## config.mk

```make
export PLATFORM = sky130hd
export DESIGN_NAME = addsub_pipe_flat
export DESIGN_NICKNAME = d
export VERILOG_FILES = /design/src/rtl/addsub_pipe_if.sv /design/src/rtl/addsub_pipe.sv /design/src/flat_wrapper.sv
export SDC_FILE = /design/constraint.sdc
export NUM_CORES = 1
export LEC_CHECK = 0
export BUFFER_PORTS_ARGS = -buffer_cell sky130_fd_sc_hd__buf_2
export CAP_MARGIN = 20
export CORE_ASPECT_RATIO = 1.4
export CORE_MARGIN = 4
export CORE_UTILIZATION = 55
export DETAILED_ROUTE_END_ITERATION = 10
export GPL_TIMING_DRIVEN = 0
export PLACE_DENSITY_LB_ADDON = 0.3
export SLEW_MARGIN = 20
export SYNTH_ARGS = -nofsm -noshare
export SYNTH_HDL_FRONTEND = slang
export SYNTH_SLANG_ARGS = --single-unit
```

## constraint.sdc

```tcl
create_clock -name clk -period 3.3 [get_ports clk]
set_input_delay 0 -clock clk [delete_from_list [all_inputs] [get_ports clk]]
set_output_delay 0 -clock clk [all_outputs]
set_load 0.02 [all_outputs]
```

## src/rtl/addsub_pipe_if.sv

```systemverilog
// ============================================================================
// Module      : addsub_pipe_if
// Description : Streaming operand/result bundle for addsub_pipe.
// Revision    : 1.0  initial release
// ============================================================================
`default_nettype none

interface addsub_pipe_if #(
    parameter int WIDTH = 8
);
    logic             in_valid;
    logic             in_ready;
    logic [WIDTH-1:0] dataa;
    logic [WIDTH-1:0] datab;
    logic [1:0]       op;
    logic             out_valid;
    logic             out_ready;
    logic [WIDTH-1:0] result;
    logic             carry;
    logic             overflow;

    // master is the producer/consumer environment, slave is the datapath block
    modport master (
        output in_valid, dataa, datab, op, out_ready,
        input  in_ready, out_valid, result, carry, overflow
    );

    modport slave (
        input  in_valid, dataa, datab, op, out_ready,
        output in_ready, out_valid, result, carry, overflow
    );
endinterface

`default_nettype wire

```

## src/rtl/addsub_pipe.sv

```systemverilog
// ============================================================================
// Module      : addsub_pipe
// Description : Pipelined add/sub/accumulate with valid/ready handshake and
//               carry/overflow flags. Define ADDSUB_SAT_EN for signed saturation.
// Revision    : 1.0  initial release
// ============================================================================
`default_nettype none

module addsub_pipe #(
    parameter int WIDTH   = 8,
    parameter int LATENCY = 1
) (
    input  wire logic       clk,
    input  wire logic       rst_n,
    addsub_pipe_if.slave    bus
);
    localparam logic [1:0] c_OP_SUB  = 2'b00;
    localparam logic [1:0] c_OP_ADD  = 2'b01;
    localparam logic [1:0] c_OP_ACC  = 2'b10;
    localparam logic [1:0] c_OP_LOAD = 2'b11;
    localparam int         c_MSB     = WIDTH - 1;

`ifdef ADDSUB_SAT_EN
    localparam logic [WIDTH-1:0] c_SAT_POS = {1'b0, {(WIDTH-1){1'b1}}};
    localparam logic [WIDTH-1:0] c_SAT_NEG = {1'b1, {(WIDTH-1){1'b0}}};
`endif

    logic               advance;
    logic               accept;
    logic [WIDTH-1:0]   opb;
    logic [WIDTH:0]     ext;
    logic [WIDTH-1:0]   calc_res;
    logic               calc_carry;
    logic               calc_ovf;

    logic [WIDTH-1:0]   acc_q;
    logic [WIDTH-1:0]   acc_d;

    logic [LATENCY-1:0] vld_q;
    logic [LATENCY-1:0] car_q;
    logic [LATENCY-1:0] ovf_q;
    logic [WIDTH-1:0]   res_q [LATENCY];

    // A single enable moves the whole pipe; only the output stage can stall it.
    assign advance      = bus.out_ready | ~vld_q[LATENCY-1];
    assign accept       = bus.in_valid & advance;
    assign bus.in_ready = advance;

    always_comb begin
        opb      = bus.op[1] ? acc_q : bus.datab;
        ext      = '0;
        calc_ovf = 1'b0;
        case (bus.op)
            c_OP_SUB: begin
                ext      = {1'b0, bus.dataa} - {1'b0, opb};
                calc_ovf = (bus.dataa[c_MSB] ^ opb[c_MSB]) & (ext[c_MSB] ^ bus.dataa[c_MSB]);
            end
            c_OP_ADD, c_OP_ACC: begin
                ext      = {1'b0, bus.dataa} + {1'b0, opb};
                calc_ovf = ~(bus.dataa[c_MSB] ^ opb[c_MSB]) & (ext[c_MSB] ^ bus.dataa[c_MSB]);
            end
            c_OP_LOAD: begin
                ext      = {1'b0, bus.dataa};
                calc_ovf = 1'b0;
            end
            default: begin
                ext      = '0;
                calc_ovf = 1'b0;
            end
        endcase
        // For SUB the top bit of the extended difference is the borrow (a < b).
        calc_carry = ext[WIDTH];
        calc_res   = ext[WIDTH-1:0];
`ifdef ADDSUB_SAT_EN
        if (calc_ovf) begin
            calc_res = bus.dataa[c_MSB] ? c_SAT_NEG : c_SAT_POS;
        end
`endif
    end

    always_comb begin
        acc_d = acc_q;
        if (accept && bus.op[1]) begin
            acc_d = calc_res;
        end
    end

    always_ff @(posedge clk) begin
        if (!rst_n) begin
            acc_q <= '0;
        end else begin
            acc_q <= acc_d;
        end
    end

    always_ff @(posedge clk) begin
        if (!rst_n) begin
            vld_q[0] <= 1'b0;
            res_q[0] <= '0;
            car_q[0] <= 1'b0;
            ovf_q[0] <= 1'b0;
        end else if (advance) begin
            vld_q[0] <= accept;
            if (accept) begin
                res_q[0] <= calc_res;
                car_q[0] <= calc_carry;
                ovf_q[0] <= calc_ovf;
            end
        end
    end

    for (genvar k = 1; k < LATENCY; k++) begin : g_stage
        always_ff @(posedge clk) begin
            if (!rst_n) begin
                vld_q[k] <= 1'b0;
                res_q[k] <= '0;
                car_q[k] <= 1'b0;
                ovf_q[k] <= 1'b0;
            end else if (advance) begin
                vld_q[k] <= vld_q[k-1];
                res_q[k] <= res_q[k-1];
                car_q[k] <= car_q[k-1];
                ovf_q[k] <= ovf_q[k-1];
            end
        end
    end

    assign bus.out_valid = vld_q[LATENCY-1];
    assign bus.result    = res_q[LATENCY-1];
    assign bus.carry     = car_q[LATENCY-1];
    assign bus.overflow  = ovf_q[LATENCY-1];

    a_hold_stable : assert property (
        @(posedge clk) disable iff (!rst_n)
        (bus.out_valid && !bus.out_ready) |=>
            (bus.out_valid && $stable(bus.result) && $stable(bus.carry) && $stable(bus.overflow))
    );

endmodule

`default_nettype wire

```

## src/flat_wrapper.sv

```systemverilog
// flat-port wrapper written by rule: the top's interface ports become plain ports
module addsub_pipe_flat 
#(
    parameter int WIDTH   = 8,
    parameter int LATENCY = 1
)
  (clk, rst_n, bus_in_valid, bus_dataa, bus_datab, bus_op, bus_out_ready, bus_in_ready, bus_out_valid, bus_result, bus_carry, bus_overflow);
  addsub_pipe_if #(.WIDTH(WIDTH)) bus_i ();
  input  wire logic clk;
  input  wire logic rst_n;
  input wire logic [$bits(bus_i.in_valid)-1:0] bus_in_valid;
  input wire logic [$bits(bus_i.dataa)-1:0] bus_dataa;
  input wire logic [$bits(bus_i.datab)-1:0] bus_datab;
  input wire logic [$bits(bus_i.op)-1:0] bus_op;
  input wire logic [$bits(bus_i.out_ready)-1:0] bus_out_ready;
  output wire logic [$bits(bus_i.in_ready)-1:0] bus_in_ready;
  output wire logic [$bits(bus_i.out_valid)-1:0] bus_out_valid;
  output wire logic [$bits(bus_i.result)-1:0] bus_result;
  output wire logic [$bits(bus_i.carry)-1:0] bus_carry;
  output wire logic [$bits(bus_i.overflow)-1:0] bus_overflow;
  assign bus_i.in_valid = bus_in_valid;
  assign bus_i.dataa = bus_dataa;
  assign bus_i.datab = bus_datab;
  assign bus_i.op = bus_op;
  assign bus_i.out_ready = bus_out_ready;
  assign bus_in_ready = bus_i.in_ready;
  assign bus_out_valid = bus_i.out_valid;
  assign bus_result = bus_i.result;
  assign bus_carry = bus_i.carry;
  assign bus_overflow = bus_i.overflow;
  addsub_pipe #(.WIDTH(WIDTH), .LATENCY(LATENCY)) u_core (.clk(clk), .rst_n(rst_n), .bus(bus_i));
endmodule
```

# Word-level counts from Yosys, hierarchy flattened
# Memories as Yosys holds them, arrays and structs flattened.
# Cells that the tools add are included.
word_totals:
  mem_count: 1
  wordCells: 34
  out_inout_bits: 12
  mem_bits_rw: 8
  register_bits: 11
  in_bits: 22
mem_list:
  columns: ["name", "depth", "width", "rd", "rd_clocked_by_memory_dff", "wr", "line", "text"]
  rows:
  - ["u_core.res_q", 1, 8, 1, 0, 1, "addsub_pipe.sv:42", "logic [WIDTH-1:0] res_q [LATENCY];"]
classes:
  add_sub_neg: 2
  n_reduce_logical: 5
  bitwise: 9
  mux: 10
  n_eq_ne: 3
op_table:
  columns: ["cell", "n"]
  rows:
  - ["one-hot mux 9 bit (3 select lines)", 1]
  - ["two-way mux 8 bit", 2]
  - ["adder 8 x 8 -> 9 bit", 1]
  - ["subtractor 8 x 8 -> 9 bit", 1]
  - ["OR reduction 8 bit", 1]
  - ["two-way mux 1 bit", 6]
  - ["equality test 2 bit (second input constant)", 2]
  - ["AND 1 bit", 3]
  - ["one-hot mux 1 bit (3 select lines)", 1]
  - ["XOR 1 bit", 3]
  - ["equality test 2 x 1 -> 1 bit (second input constant)", 1]
  - ["logical NOT 2 bit", 1]
  - ["NOT 1 bit", 2]
  - ["AND reduction 2 bit", 1]
  - ["OR reduction 2 bit", 1]
  - ["logical AND 1 bit", 1]
  - ["bitwise OR 1 bit", 1]

# Longest topological paths before layout
# Gate-level depths: netlist of run 1.
depth:
  word_depth: 9
  mapped_depth: 11
  mapped_depth_nobuf: 10

# Worst setup path after synthesis of run 1
# No wires, ideal clock.
synth_path:
  path_kind: "input-to-reg"
  startpoint: "input bus_op[1]"
  endpoint: "memory u_core.res_q[0][6] (data pin)"
  path_slack_ns: 1.031
  stages: 10
  n_path_buf: 1
  arrival_ns: 2.009
  setup_ns: 0.260
  path_cell_list: "buf_2 -> mux2_2 -> ha_1 -> fa_1 -> nor2b_1 -> o21ai_0 -> o311ai_0 -> mux2i_1 -> o22ai_1 -> nor2_1"
synth_between:
  elab_chain_cells: 4
  elab_cells_between_ends: 10
  classes_between: "add/sub: 2; eq/ne: 3; mux: 3; reduce/logical: 2"
synth_lines:
  columns: ["item", "line", "text"]
  rows:
  - ["start: declaration", "flat_wrapper.sv:14", "input wire logic [$bits(bus_i.op)-1:0] bus_op;"]
  - ["two-way mux 8 bit, or another cell as far along", "addsub_pipe.sv:50", "opb = bus.op[1] ? acc_q : bus.datab;"]
  - ["adder 8 x 8 -> 9 bit, or another cell as far along", "addsub_pipe.sv:59", "ext = {1'b0, bus.dataa} + {1'b0, opb};"]
  - ["one-hot mux 9 bit (3 select lines) *", "addsub_pipe.sv:53", "case (bus.op)"]
  - ["two-way mux 8 bit (no line) *", null, null]
  - ["end: declaration", "addsub_pipe.sv:42", null]
# Mark *: on every way between the ends. The rest lies on a longest branch, timed or not.

# Final worst setup path of run 1
layout_path:
  startpoint: "register u_core.acc_q[1]"
  endpoint: "memory u_core.res_q[0][6] (data pin)"
layout_between:
  elab_chain_cells: 4
  elab_cells_between_ends: 5
  classes_between: "add/sub: 2; mux: 3"
layout_lines:
  columns: ["item", "line", "text"]
  rows:
  - ["start: declaration", "addsub_pipe.sv:36", "logic [WIDTH-1:0] acc_q;"]
  - ["start signal: assignment", "addsub_pipe.sv:90", "acc_q <= '0;"]
  - ["start signal: assignment", "addsub_pipe.sv:92", "acc_q <= acc_d;"]
  - ["two-way mux 8 bit *", "addsub_pipe.sv:50", null]
  - ["adder 8 x 8 -> 9 bit / subtractor 8 x 8 -> 9 bit (equally long branches)", "addsub_pipe.sv:59, addsub_pipe.sv:55", null]
  - ["one-hot mux 9 bit (3 select lines) *", "addsub_pipe.sv:53", null]
  - ["two-way mux 8 bit (no line) *", null, null]
# Marked as above.

==> impl_results.md, run 1 <==
- Total detailed-routing wirelength: 4190 um
- TNS Setup: 0 ns
- Setup repair after global routing missed its margin: false
- DP Wirelength: approximately 3400 um
- CTS H-tree lvls: 1
- Sequential share of power: a little under two fifths
- CTS root buffer: clkbuf_8
- Avg Cell Area, Syn: 8.24 sq um
- Total track usage: 21.7%
- Post-synthesis cell area: 1710 sq um
- Initial antenna violation count: 0
- TritonRoute pass-1 iters: 4
- Rows: 23
- First-pass GRT wire length: 6610 um
- Pwr dens: 373 nW/um^2
- Cells after Synth: 207
- Setup-failing EPs final: 0
- Post-CTS resize count: 0
- Internal power: 0.000468 W
- Min-Delay Path Class: input pin to register
- CP required: approximately 3.3 ns
- Total die area: 4070 sq um
- Starting Density: 58.1%
- EDFF count, synth: 8
- Share of cells above drive strength 1: 19.3%
- Area after DPL: 1910 sq um
- Sequential share of the synthesized area: 27.0%
- Syn-to-layout area delta: 14.7%
- Async SR Flop Fraction: 0%
- Commonest non-fill, non-tap cell in the layout: buf_2
- Final hold violation count: 0
- Ys flop type: dfxtp_1
- Max-cap violations: 0
- Max clock buf depth: 2
- Critical Path AT: 2.55 ns
- Fin crit period: 2.55 ns
- Sw Pwr: approximately 0.00026 W
- CTS buffer count: 3
- Max-slew headroom: 51.2%
- DRT antenna net count: 0
- Syn Nets: between 200 and 300
- Total core area: 2940 sq um
- Gr ovfl total: 0
- Die Span Y: around 74 um
- Hold-fix buffers, CTS: 0
- CTS tree: done
- Most frequent cells in the layout: 35 x buf_2, 22 x nor2_1, 19 x inv_1, 19 x ha_1, 15 x nand2_1
- Worst Path Max Fanout: 3
- Worst setup EP type: register
- Synth warnings: 0
- Total Nets Final: 287
- Residual DRC: 0
- I/O Buffers: 32
- Leak Pwr: 0.935 nW
- Tightest Pin Transition: 0.723 ns
- Clk_lat worst skew: 0.25 ns
- Comb power frac: about two fifths
- DRT iter0 DRCs: 48
- Synthesized flop and latch total: 19
- Max Clk Rate: 0.393 GHz
- Post-synth cell types: 47
- Final period util: slightly below 80%
- Vias: 1639
- Die X-Extent: ~55 um
- Top Ports: 34
- Area of all placed cells without fillers: 1960 sq um
- Largest net degree at the start of global routing: 11
- Max IR drop VDD: 0.242 mV
- Clock sink count: 19
- Antenna Cells: 0
- Vias per inst: 5.85
- Fin. max-slew vios: 0
- Nature of the critical path startpoint: register
- # Post-CTS Setup Buffers: 0
- WL/cell: 15.0 um
- RD Place Congestion: 0.863
- Clock slew at reported path FFs: 0.07 ns
- Switching share of power: roughly 36%
- Vias in the first global route: about 1500
- Layout Skew: 0.00153 ns
- Status: finished, final reports clean
- Clock Power Share: 22.1%
- Crit path kind: register to register
## worst paths after layout
| check | start | depth (start not counted) | slack [ns] | end |
|---|---|---|---|---|
| worst max-delay path | u_core.acc_q[1] | 9 | 0.75 | u_core.res_q[0][6] |
| worst min-delay path | bus_in_valid | 3 | 0.01 | u_core.bus.out_valid |
| worst min register to register | u_core.acc_q[7] | 2 | 0.47 | u_core.acc_q[7] |
| worst max register to register | u_core.acc_q[1] | 9 | 0.75 | u_core.res_q[0][6] |
## Yosys cell counts (6+ instances only)
cell type	n	share of area (%)
dfxtp_1	11	13
nand2_1	15	3.3
a211oi_1	6	2.6
edfxtp_1	8	14
nor2_1	22	4.8
o21ai_0	14	4.1
inv_1	19	4.2
mux2i_1	9	5.3
a21oi_1	13	3.8
ha_1	19	14
nand2b_1	7	2.6
## cell families (layout without fill, tap and decap cells)
logic type / Yosys count / count (layout) / synth area share (%)
adder cells (fa/ha/maj): 21 / 21 / 16.3
flip-flops: 19 / 19 / 27.0
multiplexers: 10 / 10 / 5.94
AND/OR/NAND/NOR: 64 / 64 / 17.9
XOR/XNOR: 5 / 5 / 2.57
buffers and inverters: 27 / 63 / 6.16
AO/OA/AOI/OAI: 61 / 61 / 24.1
## power groups by stage
stage               logic, W  clock network [W]  registers, W
floorplan           0.000197                  0      0.000294
global placement    0.000286                  0      0.000277
detailed placement  0.000291                  0      0.000278
CTS                 0.000293           0.000159      0.000273
global route        0.000327           0.000166      0.000275
finish              0.000296           0.000161      0.000273
## cell type report
class | instances | area, sq um
well taps | 37 | 46.3
multi-input cells | 161 | 1140
inverters | 20 | 75.1
fillers | 279 | 978
flip-flops and latches | 19 | 460
clock buffers | 4 | 45.0
plain buffers | 7 | 30.0
repair buffers | 32 | 160
## flip-flops by register name, indices dropped and copies added, names as in the netlist
register,cells
u_core.acc_q,8
u_core.res_q,8
u_core.bus.carry,1
u_core.bus.out_valid,1
u_core.bus.overflow,1
## worst max-delay path, stage by stage, from the launching register on
cell	delay, ns
dfxtp_1	0.31
mux2i_1	0.32
inv_1	0.14
fa_1	0.45
nor2b_1	0.16
o21ai_0	0.13
o311ai_0	0.27
mux2i_1	0.20
o22ai_1	0.26
nor2_1	0.06
## metal layers
metal / routed length (um) / GRT usage (%) / vias to the layer above
met5: 0 / 0 / -
met4: 37 / 7.30 / 0
met3: 273 / 2.43 / 4
met2: 2190 / 39.5 / 59
met1: 1690 / 25.3 / 760
li1: - / - / 816
## metrics by stage
stage | hold WS, ns | worst slack (ns) | instances | utilization [%] | power [W]
2_1_floorplan | 0.129 | 1.03 | 207 | - | 0.000491
3_3_place_gp | 0.253 | 0.590 | 276 | 65.1 | 0.000563
3_5_place_dp | 0.281 | 0.579 | 276 | 65.1 | 0.000569
4_1_cts | 0.0135 | 0.724 | 280 | 66.7 | 0.000725
5_1_grt | 0.0282 | 0.541 | 280 | 66.7 | 0.000768
6_report | 0.0132 | 0.754 | 280 | 66.7 | 0.000731
Power figures use the tool's default switching activity.
==> inputs of run 2 (changes only) <==
==> constraint.sdc (replaced) <==
create_clock -name clk -period 2.53 [get_ports clk]
set_input_delay 0 -clock clk [delete_from_list [all_inputs] [get_ports clk]]
set_output_delay 0 -clock clk [all_outputs]
set_load 0.02 [all_outputs]
==> impl_results.md, run 2 (synthesized netlist as in run 1, its figures left out) <==
- Status: finished, final reports clean
- Die X-Extent: 55.1 um (unchanged)
- Switching share of power: 36.0% (+0.12 points)
- Worst setup EP type: register
- RD Place Congestion: 0.863 (unchanged)
- Max IR drop VDD: 0.315 mV (+30%)
- CTS buffer count: 3 (unchanged)
- Internal power: 0.000616 W (+31%)
- Total core area: 2940 sq um (unchanged)
- Max Clk Rate: 0.422 GHz (+7.5%)
- CTS H-tree lvls: 1 (unchanged)
- Clk_lat worst skew: 0.25 ns (about the same)
- Dpl cells: 276 (unchanged)
- DRT iter0 DRCs: 57 (+19%)
- Vias in the first global route: 1512 (+0.066%)
- Max clock buf depth: 2 (unchanged)
- Comb power frac: 41.2% (+0.7 points)
- Crit path kind: register to register
- Sequential share of power: 37.1% (-0.3 points)
- Max-cap violations: 0 (unchanged)
- Clock sink count: 19 (unchanged)
- Hold-fix buffers, CTS: 0 (unchanged)
- Clock Power Share: 21.7% (-0.4 points)
- Worst Path Max Fanout: 7 (+4)
- DP Wirelength: 3380 um (unchanged)
- Most frequent cells in the layout: 35 x buf_2, 22 x nor2_1, 19 x inv_1, 19 x ha_1, 15 x nand2_1
- Min-Delay Path Class: input pin to register
- Max-slew headroom: 59.2% (+8.1 points)
- Tightest Pin Transition: 0.610 ns (-0.114 ns)
- Starting Density: 58.1% (unchanged)
- Pwr dens: 485 nW/um^2 (+30%)
- Residual DRC: 0 (unchanged)
- Clock slew at reported path FFs: 0.07 ns (about the same)
- Final period util: 93.6% (+16 points)
- Total die area: 4070 sq um (unchanged)
- Total detailed-routing wirelength: 4210 um (+0.50%)
- Layout Skew: 0.00113 ns (-0.000407 ns)
- Die Span Y: 73.9 um (unchanged)
- Setup repair after global routing missed its margin: false
- Antenna Cells: 0 (unchanged)
- DRT antenna net count: 0 (unchanged)
- Vias: 1645 (+0.37%)
- Syn-to-layout area delta: 16.2%
- CTS root buffer: clkbuf_8
- Vias per inst: 5.88 (+0.37%)
- Rows: 23 (unchanged)
- Finished Layout Cells: 280 (unchanged)
- Fin crit period: 2.37 ns (-0.178 ns)
- CP required: 2.53 ns (-0.77 ns)
- Commonest non-fill, non-tap cell in the layout: buf_2
- Total Nets Final: 287 (unchanged)
- Sw Pwr: 0.000347 W (+32%)
- Fin. max-slew vios: 0 (unchanged)
- WL/cell: 15.0 um (+0.50%)
- Total track usage: 21.9% (+0.12 points)
- Setup-failing EPs final: 0 (unchanged)
- Largest net degree at the start of global routing: 11 (unchanged)
- Largest registers: u_core.acc_q x8, u_core.res_q x8
- Initial antenna violation count: 0 (unchanged)
- Gr ovfl total: 0 (unchanged)
- Nature of the critical path startpoint: register
- Leak Pwr: 0.939 nW (+0.41%)
- Core Util, Final: 67.5% (+0.85 points)
- TritonRoute pass-1 iters: 4 (unchanged)
- Final hold violation count: 0 (unchanged)
- Top Ports: 34 (unchanged)
- I/O Buffers: 32 (unchanged)
- First-pass GRT wire length: 6640 um (+0.51%)
- # Post-CTS Setup Buffers: 0 (unchanged)
- Share of cells above drive strength 1: 21.4% (+2.1 points)
- Critical Path AT: 2.37 ns (-0.18 ns)
- CTS tree: done
run 2: final timing paths:
kind | slack, ns | endpoint | from | depth (start not counted)
max | 0.16 | u_core.res_q[0][7] | u_core.acc_q[4] | 8
min | 0.01 | u_core.bus.out_valid | bus_in_valid | 3
max reg2reg | 0.16 | u_core.res_q[0][7] | u_core.acc_q[4] | 8
min reg2reg | 0.47 | u_core.acc_q[7] | u_core.acc_q[7] | 2
run 2: layout make-up:
type,instances,area [sq um]
plain buffers,7,30.0
clock buffers,4,45.0
fillers,274,953
inverters,20,75.1
multi-input cells,161,1160
flip-flops and latches,19,460
well taps,37,46.3
repair buffers,32,160
run 2: worst max-delay path, stage by stage, from the launching register on:
cell and delay (ns):
dfxtp_1 0.31, mux2i_1 0.29, ha_1 0.40, nor2_2 0.18, o211ai_1 0.16, a211oi_2 0.35, or3_1 0.16, a32o_2 0.21
nor2_1 0.05
run 2: per-stage QoR:
| step | setup TNS [ns] | hold WS [ns] | total power [W] | cell area (sq um) | setup slack (ns) |
|---|---|---|---|---|---|
| finish | 0 | 0.0144 | 0.000962 | 1980 | 0.162 |
| global route | 0 | 0.0282 | 0.00101 | 1980 | 0.0272 |
| CTS | 0 | 0.0135 | 0.000947 | 1960 | 0.0777 |
| detailed placement | -0.456 | 0.281 | 0.000742 | 1910 | -0.191 |
| global placement | -0.384 | 0.253 | 0.000734 | 1910 | -0.180 |
| floorplan | 0 | 0.129 | 0.000640 | 1710 | 0.261 |
run 2: what timing repair did:
| action | 4_1_cts | 5_1_grt |
|---|---|---|
| endpoints found under the setup margin | 1 | 3 |
| resized for setup | 2 | 5 |
| pin swaps | 0 | 0 |
run 2: power by group through the flow:
stage	Clock, W	Combinational [W]	Sequential [W]
finish	0.000209	0.000397	0.000357
global route	0.000216	0.000438	0.000359
CTS	0.000207	0.000384	0.000357
detailed placement	0	0.000379	0.000363
global placement	0	0.000373	0.000362
floorplan	0	0.000257	0.000384
run 2: per-layer routing:
layer | GRT usage, % | up-vias | wire (um)
met4 | 7.30 | 0 | 85
met3 | 2.43 | 11 | 223
met5 | 0 | - | 0
met2 | 39.5 | 66 | 2140
li1 | - | 814 | -
met1 | 25.6 | 754 | 1760
